File: config.mk
export PLATFORM = sky130hd
export DESIGN_NAME = div_requester
export DESIGN_NICKNAME = d
export VERILOG_FILES = /design/src/rtl/div_pkg.sv /design/src/rtl/div_special_case.sv /design/src/rtl/div_requester.sv
export SDC_FILE = /design/constraint.sdc
export NUM_CORES = 1
export LEC_CHECK = 0
export ABC_AREA = 1
export BUFFER_PORTS_ARGS = -buffer_cell sky130_fd_sc_hd__buf_2
export CORE_MARGIN = 2
export CORE_UTILIZATION = 58
export DETAILED_ROUTE_END_ITERATION = 6
export PLACE_DENSITY = 0.87
export RECOVER_POWER = 50
export SLEW_MARGIN = 20
export SYNTH_ARGS = -nofsm -noshare
export SYNTH_HDL_FRONTEND = slang
export SYNTH_SLANG_ARGS = --single-unit
File: constraint.sdc
create_clock -name clk -period 8.3 [get_ports clk]
set_clock_uncertainty 0.15 [all_clocks]
set_input_delay 1.66 -clock clk [delete_from_list [all_inputs] [get_ports clk]]
set_output_delay 1.66 -clock clk [all_outputs]
set_load 0.005 [all_outputs]
File: src/rtl/div_pkg.sv
// Shared types and helpers for the divide requester: op encodings, FSM states
// and an XLEN-agnostic conditional two's complement negation.
package div_pkg;

    localparam int DIV_XLEN_DEF = 32;
    localparam int DIV_TAGW_DEF = 5;
    localparam int DIV_NEG_W    = 128;

    typedef enum logic [1:0] {
        OP_DIV  = 2'b00,
        OP_DIVU = 2'b01,
        OP_REM  = 2'b10,
        OP_REMU = 2'b11
    } div_op_t;

    typedef enum logic [2:0] {
        ST_IDLE  = 3'd0,
        ST_ISSUE = 3'd1,
        ST_WAIT  = 3'd2,
        ST_RESP  = 3'd3,
        ST_DRAIN = 3'd4
    } div_req_state_t;

    // Callers zero-extend into DIV_NEG_W and truncate back; low bits equal modulo-2^XLEN negation.
    function automatic logic [DIV_NEG_W-1:0] cond_neg(input logic [DIV_NEG_W-1:0] value,
                                                      input logic                 neg);
        logic [DIV_NEG_W-1:0] result;
        if (neg) begin
            result = ~value + {{(DIV_NEG_W-1){1'b0}}, 1'b1};
        end else begin
            result = value;
        end
        return result;
    endfunction

    function automatic logic op_is_signed(input div_op_t op);
        return (op == OP_DIV) || (op == OP_REM);
    endfunction

    function automatic logic op_is_rem(input div_op_t op);
        return (op == OP_REM) || (op == OP_REMU);
    endfunction

endpackage

File: src/rtl/div_special_case.sv
// Detects requests that never need the divider (zero divisor, signed overflow)
// and produces their architectural result directly.
module div_special_case
    import div_pkg::*;
#(
    parameter int XLEN = DIV_XLEN_DEF
) (
    input  logic [1:0]      op,
    input  logic [XLEN-1:0] rs1,
    input  logic [XLEN-1:0] rs2,
    output logic            is_special,
    output logic [XLEN-1:0] special_result,
    output logic            divzero
);

    localparam logic [XLEN-1:0] ZERO    = {XLEN{1'b0}};
    localparam logic [XLEN-1:0] ONES    = {XLEN{1'b1}};
    localparam logic [XLEN-1:0] MIN_INT = {1'b1, {(XLEN-1){1'b0}}};

    div_op_t op_s;
    logic    is_signed_s;
    logic    is_rem_s;
    logic    overflow_s;

    // Classify the request and pick the fixed result for each special case.
    always_comb begin
        op_s        = div_op_t'(op);
        is_signed_s = op_is_signed(op_s);
        is_rem_s    = op_is_rem(op_s);
        divzero     = (rs2 == ZERO);
        overflow_s  = is_signed_s && (rs1 == MIN_INT) && (rs2 == ONES);
        is_special  = divzero || overflow_s;
        if (divzero) begin
            special_result = is_rem_s ? rs1 : ONES;
        end else if (overflow_s) begin
            special_result = is_rem_s ? ZERO : rs1;
        end else begin
            special_result = ZERO;
        end
    end

endmodule

File: src/rtl/div_requester.sv
// Initiator for the unsigned divider: folds signs into magnitudes, issues the
// divide, restores the sign of the selected result and returns it over valid/ready.
module div_requester
    import div_pkg::*;
#(
    parameter int XLEN = DIV_XLEN_DEF,
    parameter int TAGW = DIV_TAGW_DEF
) (
    input  logic            clk,
    input  logic            reset,
    input  logic            req_valid,
    output logic            req_ready,
    input  logic [1:0]      req_op,
    input  logic [XLEN-1:0] req_rs1,
    input  logic [XLEN-1:0] req_rs2,
    input  logic [TAGW-1:0] req_tag,
    input  logic            flush,
    output logic            resp_valid,
    input  logic            resp_ready,
    output logic [XLEN-1:0] resp_data,
    output logic [TAGW-1:0] resp_tag,
    output logic            resp_divzero,
    output logic            div_start,
    input  logic            div_ready,
    input  logic            div_valid,
    input  logic            div_error,
    output logic [XLEN-1:0] div_dividend,
    output logic [XLEN-1:0] div_divisor,
    input  logic [XLEN-1:0] div_quotient,
    input  logic [XLEN-1:0] div_remainder
);

    function automatic logic [XLEN-1:0] neg_x(input logic [XLEN-1:0] value, input logic neg);
        return XLEN'(cond_neg(DIV_NEG_W'(value), neg));
    endfunction

    div_req_state_t state_q, state_d;
    div_op_t        op_q, op_d;
    div_op_t        req_op_s;
    logic [TAGW-1:0] tag_q, tag_d;
    logic            neg_quot_q, neg_quot_d;
    logic            neg_rem_q, neg_rem_d;
    logic [XLEN-1:0] dividend_q, dividend_d;
    logic [XLEN-1:0] divisor_q, divisor_d;
    logic [XLEN-1:0] resp_data_q, resp_data_d;
    logic [TAGW-1:0] resp_tag_q, resp_tag_d;
    logic            resp_divzero_q, resp_divzero_d;
    logic            resp_valid_q, resp_valid_d;

    logic            sign1_s, sign2_s;
    logic            sp_is_special_s;
    logic [XLEN-1:0] sp_result_s;
    logic            sp_divzero_s;

    div_special_case #(.XLEN(XLEN)) u_special (
        .op             (req_op),
        .rs1            (req_rs1),
        .rs2            (req_rs2),
        .is_special     (sp_is_special_s),
        .special_result (sp_result_s),
        .divzero        (sp_divzero_s)
    );

    // State and datapath registers.
    always_ff @(posedge clk or posedge reset) begin
        if (reset) begin
            state_q        <= ST_IDLE;
            op_q           <= OP_DIV;
            tag_q          <= {TAGW{1'b0}};
            neg_quot_q     <= 1'b0;
            neg_rem_q      <= 1'b0;
            dividend_q     <= {XLEN{1'b0}};
            divisor_q      <= {XLEN{1'b0}};
            resp_data_q    <= {XLEN{1'b0}};
            resp_tag_q     <= {TAGW{1'b0}};
            resp_divzero_q <= 1'b0;
            resp_valid_q   <= 1'b0;
        end else begin
            state_q        <= state_d;
            op_q           <= op_d;
            tag_q          <= tag_d;
            neg_quot_q     <= neg_quot_d;
            neg_rem_q      <= neg_rem_d;
            dividend_q     <= dividend_d;
            divisor_q      <= divisor_d;
            resp_data_q    <= resp_data_d;
            resp_tag_q     <= resp_tag_d;
            resp_divzero_q <= resp_divzero_d;
            resp_valid_q   <= resp_valid_d;
        end
    end

    // Next-state and datapath updates; flush outranks every other event.
    always_comb begin
        state_d        = state_q;
        op_d           = op_q;
        tag_d          = tag_q;
        neg_quot_d     = neg_quot_q;
        neg_rem_d      = neg_rem_q;
        dividend_d     = dividend_q;
        divisor_d      = divisor_q;
        resp_data_d    = resp_data_q;
        resp_tag_d     = resp_tag_q;
        resp_divzero_d = resp_divzero_q;
        req_op_s       = div_op_t'(req_op);
        sign1_s        = op_is_signed(req_op_s) && req_rs1[XLEN-1];
        sign2_s        = op_is_signed(req_op_s) && req_rs2[XLEN-1];

        case (state_q)
            ST_IDLE: begin
                if (flush) begin
                    state_d = ST_IDLE;
                end else if (req_valid) begin
                    op_d       = req_op_s;
                    tag_d      = req_tag;
                    neg_quot_d = sign1_s ^ sign2_s;
                    neg_rem_d  = sign1_s;
                    dividend_d = neg_x(req_rs1, sign1_s);
                    divisor_d  = neg_x(req_rs2, sign2_s);
                    if (sp_is_special_s) begin
                        state_d        = ST_RESP;
                        resp_data_d    = sp_result_s;
                        resp_tag_d     = req_tag;
                        resp_divzero_d = sp_divzero_s;
                    end else begin
                        state_d = ST_ISSUE;
                    end
                end else begin
                    state_d = ST_IDLE;
                end
            end
            ST_ISSUE: begin
                if (flush) begin
                    state_d = ST_IDLE;
                end else if (div_ready) begin
                    state_d = ST_WAIT;
                end else begin
                    state_d = ST_ISSUE;
                end
            end
            ST_WAIT: begin
                if (flush) begin
                    state_d = ST_DRAIN;
                end else if (div_valid) begin
                    state_d        = ST_RESP;
                    resp_tag_d     = tag_q;
                    resp_divzero_d = div_error;
                    if (op_is_rem(op_q)) begin
                        resp_data_d = neg_x(div_remainder, neg_rem_q);
                    end else begin
                        resp_data_d = neg_x(div_quotient, neg_quot_q);
                    end
                end else begin
                    state_d = ST_WAIT;
                end
            end
            ST_RESP: begin
                if (flush || resp_ready) begin
                    state_d = ST_IDLE;
                end else begin
                    state_d = ST_RESP;
                end
            end
            ST_DRAIN: begin
                // The abandoned op's strobe must be swallowed before the divider is reused.
                if (flush) begin
                    state_d = ST_DRAIN;
                end else if (div_valid) begin
                    state_d = ST_IDLE;
                end else begin
                    state_d = ST_DRAIN;
                end
            end
            default: begin
                state_d = ST_IDLE;
            end
        endcase

        resp_valid_d = (state_d == ST_RESP);
    end

    // Handshake outputs decoded from the current state.
    always_comb begin
        req_ready = (state_q == ST_IDLE) && !flush;
        div_start = (state_q == ST_ISSUE);
    end

    assign resp_valid   = resp_valid_q;
    assign resp_data    = resp_data_q;
    assign resp_tag     = resp_tag_q;
    assign resp_divzero = resp_divzero_q;
    assign div_dividend = dividend_q;
    assign div_divisor  = divisor_q;

endmodule

; Word level (Yosys, flattened, before mapping)
; Index checks and enable logic that the tools add are counted.
[word_totals]
regBits = 115
in_bits = 143
out_inout_bits = 105
elab_cells = 92
[op_classes]
addsub = 4
eq_ne = 16
muxes = 38
bitwise = 6
n_reduce_logical = 17
[ops]
columns = op, n
row1 = $mux 32, 14
row2 = $add 32x1->32 const B, 4
row3 = $not 32->32, 4
row4 = $eq 32x32->1 const B, 2
row5 = $pmux 32 s2, 1
row6 = $logic_not 32->1, 1
row7 = $mux 5, 5
row8 = $mux 3, 5
row9 = $pmux 3 s5, 1
row10 = $ne 2x2->1 const B, 5
row11 = $pmux 5 s2, 1
row12 = $eq 3x2->1 const B, 3
row13 = $eq 2x2->1 const B, 4
row14 = $mux 2, 4
row15 = $mux 1, 6
row16 = $reduce_and 6->1, 1
row17 = $logic_and 1x1->1, 5
row18 = $logic_or 1x1->1, 5
row19 = $eq 3x1->1 const B, 1
row20 = $eq 3x3->1 const B, 1
row21 = $logic_not 3->1, 1
row22 = $reduce_and 3->1, 1
row23 = $logic_not 2->1, 1
row24 = $pmux 1 s2, 1
row25 = 4 further kinds, 4

; Logic depth before layout (Yosys ltp)
[depth]
word_depth = 10
mapped_depth = 15
ltp_nobuf = 14

; Cells and area by module
; From an unflattened synthesis, not the netlist that was laid out.
[hier_totals]
hier_cells = 1548
hier_area_um2 = 9434.0
[by_module_without_submodules]
columns = module, instances, cells_per_inst, area_each_um2
row1 = div_requester, 1, 1401, 8689.6
row2 = div_special_case, 1, 147, 744.5

; Worst setup path before layout
; No wires, ideal clock.
[synth_path]
kind = input port to output port
start = in flush
end = out req_ready
arrival_ns = 1.796
slack_ns = 4.694
cell_stages = 1
n_path_buf = 0
cell_sequence = nor2_1
[synth_via]
elab_chain_cells = 2
[synth_lines]
columns = item, line
row1 = from (decl), div_requester.sv:17  ; input logic flush,
row2 = $logic_not 1->1, div_requester.sv:184  ; req_ready = (state_q == ST_IDLE) && !flush;
row3 = $logic_and 1x1->1, div_requester.sv:184
row4 = to (decl), div_requester.sv:12  ; output logic req_ready,
; No other way between the ends.

; Final worst setup path
; Ends and elaborated chain as after synthesis.

==> metrics <==
Crit. Startpoint flush; Rel. slew slack -38.3%; Buffers on Ports 247; largest net degree at the start of global routing 112; Logic pwr share 37.2%; DR iter-0 viols 987; outcome complete, but fails checks; Initial Util 59.6%; Via Count 11002; clock buffer count from CTS 17; area of the core 0.0153 mm²; Yosys cell types 34; Final Max Tran Viols 48; worst setup path end req_ready; PostCTS Resize Cnt 0; Rows 45; average size of a mapped cell 5.97 µm²; cell taking the most area after synthesis dfrtp_1; number of synthesized flops with an enable pin 0; clk buf depth 2; total wire length 31200 µm; Hold WC Path Type reg2reg; layout cells sized above 1 13.9%; router iterations before antenna repair 5; Die W 129 µm; area share of the largest cell type after synthesis 31.4%; first-pass GRT wire length 49100 µm; clock sinks 114; Seq pwr share 33.7%; vias in the first global route 9899; CP Max Fanout 4; Setup Buffers After CTS 0; leakage dissipation 5.77 nW; clock power share 29.1%; Fill cells 1451; FMAX 259 MHz; GR Util met1 50.7%; IO Pins 248; residual DRC count 0; YS warnings 0; Slew @ Worst Pin 2.06 ns; RSZ-0062 raised after global routing no; Post-DRT Antenna Nets 0; global-route track usage on met2 58.4%; Max H-tree Level 4; internal power 1.52 mW; Arr. time, crit path 2.05 ns; Final #Nets 1888; FF-to-FF Start state_q[0]; gp weighted congestion 0.944; placed insts 1932; fin crit share 46.5%; Synth async-reset ratio 100%; post-DP HPWL 23900 µm; crit start category input pin; clk_lat worst skew 0.43 ns; required time worst endpoint 6.49 ns; CTS Hold Bufs 0; worst reg2reg path endpoint resp_data[22]; fin crit period 3.86 ns; vias per cell 5.60; Die H 129 µm; area delta synth->final 19.9%; Reg2Reg Depth 8; sw frac 41.2%; CTS tree done; Synth Flop Type dfrtp_1; flops & latches, synth 114; Non-Filler Instances 1965; Setup TNS 0 ns; Setup crit end kind output pin; PD cells 238 mW/mm²; die area 0.0167 mm²; FF-to-FF setup slack 5.35 ns; failing checks max-capacitance violations, max-slew violations; post-synthesis sequential area ratio 31.4%; Total GRT Usage 37.4%; initial antenna violation count 0; met3 GRT Util 8.34%; worst setup path class in2out; Area contributors post-synth dfrtp_1, nand2_1, nor2_1, nand3_1, o21ai_0; Syn Std Cell Area 0.00909 mm²; root buf cell clkbuf_16; Final Hold Viols 0; worst vdd ir 0.191 mV; number of max-cap violations 1; Post-Syn Nets 1671; Post-Syn Instances 1523; routed len/inst 15.9 µm; GRT overflow 0; GRT Max-Usage Layer met2; Net Sw Power 1.07 mW; final setup fails 0; Clock transition at path regs 0.06 ns
## power by group through the flow
stage	clock, mW	sequential (mW)	combinational, mW
CTS	0.750	0.867	0.985
global route	0.777	0.894	1.09
global placement	0	0.866	0.952
finish	0.754	0.875	0.963
detailed placement	0	0.869	0.982
floorplan	0	0.841	0.593
## per-stage QoR
stage	area, µm²	util, %	power (mW)	hold slack (ns)	setup WS [ns]
final	10900	71.4	2.59	0.321	4.44
after global routing	10900	71.4	2.76	0.347	4.26
after CTS	11000	72.0	2.60	0.326	4.35
after detailed placement	10400	68.1	1.85	0.311	4.14
after global placement	10400	68.1	1.82	0.311	4.26
after floorplan	9090	-	1.43	0.303	3.47
## metal layers
layer | vias to the layer above | part of all wire, %
met2 | 618 | 45
li1 | 5280 | -
met3 | 105 | 9.8
met1 | 4999 | 42
met5 | - | 0
met4 | 0 | 3.9
## placed cells by master (no fill, tap or decap), types with 17 or more instances in the layout
master / synthesis / final
o21ai_0: 127 / 127
inv_1: 120 / 119
nand3_1: 133 / 133
clkbuf_1: 36 / 64
dfrtp_1: 114 / 114
buf_2: 6 / 181
a21oi_1: 23 / 23
nand2_1: 627 / 627
xor2_1: 34 / 34
nor2_1: 187 / 186
clkbuf_16: 0 / 17
## how the worst min path moves through the flow
stage	startpoint	to	slack, ns	cells past startpoint
2_1_floorplan	tag_q[0]	tag_q[0]	0.30	2
4_1_cts	resp_data[20]	resp_data[20]	0.33	2
3_3_place_gp	resp_data[7]	resp_data[7]	0.31	2
6_report	resp_data[20]	resp_data[20]	0.32	2
5_1_grt	resp_data[20]	resp_data[20]	0.35	2
3_5_place_dp	resp_data[20]	resp_data[20]	0.31	2
## cell usage after synthesis, types with 4 or more instances
library cell,instances
a21oi_1,23
xnor2_1,8
nor3_1,15
buf_2,6
nor2_4,4
nand3_1,133
buf_6,6
nor2_2,6
or2_2,5
buf_1,7
o211ai_1,5
inv_1,120
nor2_1,187
o31ai_1,7
clkbuf_1,36
nand4_1,10
xor2_1,34
dfrtp_1,114
nand3b_1,16
o21ai_0,127
ha_1,5
a31oi_1,4
nand2_1,627
## logic make-up (layout without fill, tap and decap cells)
kind of cell / Yosys count / after routing / share of synthesized area [%]
AND/OR/NAND/NOR: 1011 / 1011 / 45.8
buffers and inverters: 179 / 409 / 7.97
AO/OA/AOI/OAI: 172 / 172 / 10.1
flip-flops: 114 / 114 / 31.4
XOR/XNOR: 42 / 42 / 4.05
adder cells (fa/ha/maj): 5 / 5 / 0.688
other: 0 / 1 / 0
## state kept, by name, indices dropped and copies added (netlist names)
signal / flops
div_dividend: 32
div_divisor: 32
neg_quot_q: 1
neg_rem_q: 1
op_q: 1
resp_data: 32
resp_divzero: 1
resp_tag: 5
resp_valid: 1
state_q: 3
tag_q: 5
## cell type report
| cell class | instances | area, µm² | area share [%] |
|---|---|---|---|
| inverter | 124 | 467 | 4.28 |
| tap | 211 | 264 | 2.42 |
| sequential | 114 | 2850 | 26.2 |
| clock buffer | 17 | 425 | 3.90 |
| antenna | 1 | 2.50 | 0.0230 |
| clock inverter | 15 | 171 | 1.57 |
| multi-input combinational | 1230 | 5510 | 50.6 |
| timing repair buffer | 253 | 1200 | 11.0 |
## critical path: stages
cell and delay (ns):
clkbuf_1 0.11, nor2_1 0.15, buf_2 0.13
No activity file was read; power rests on OpenSTA's default activity.
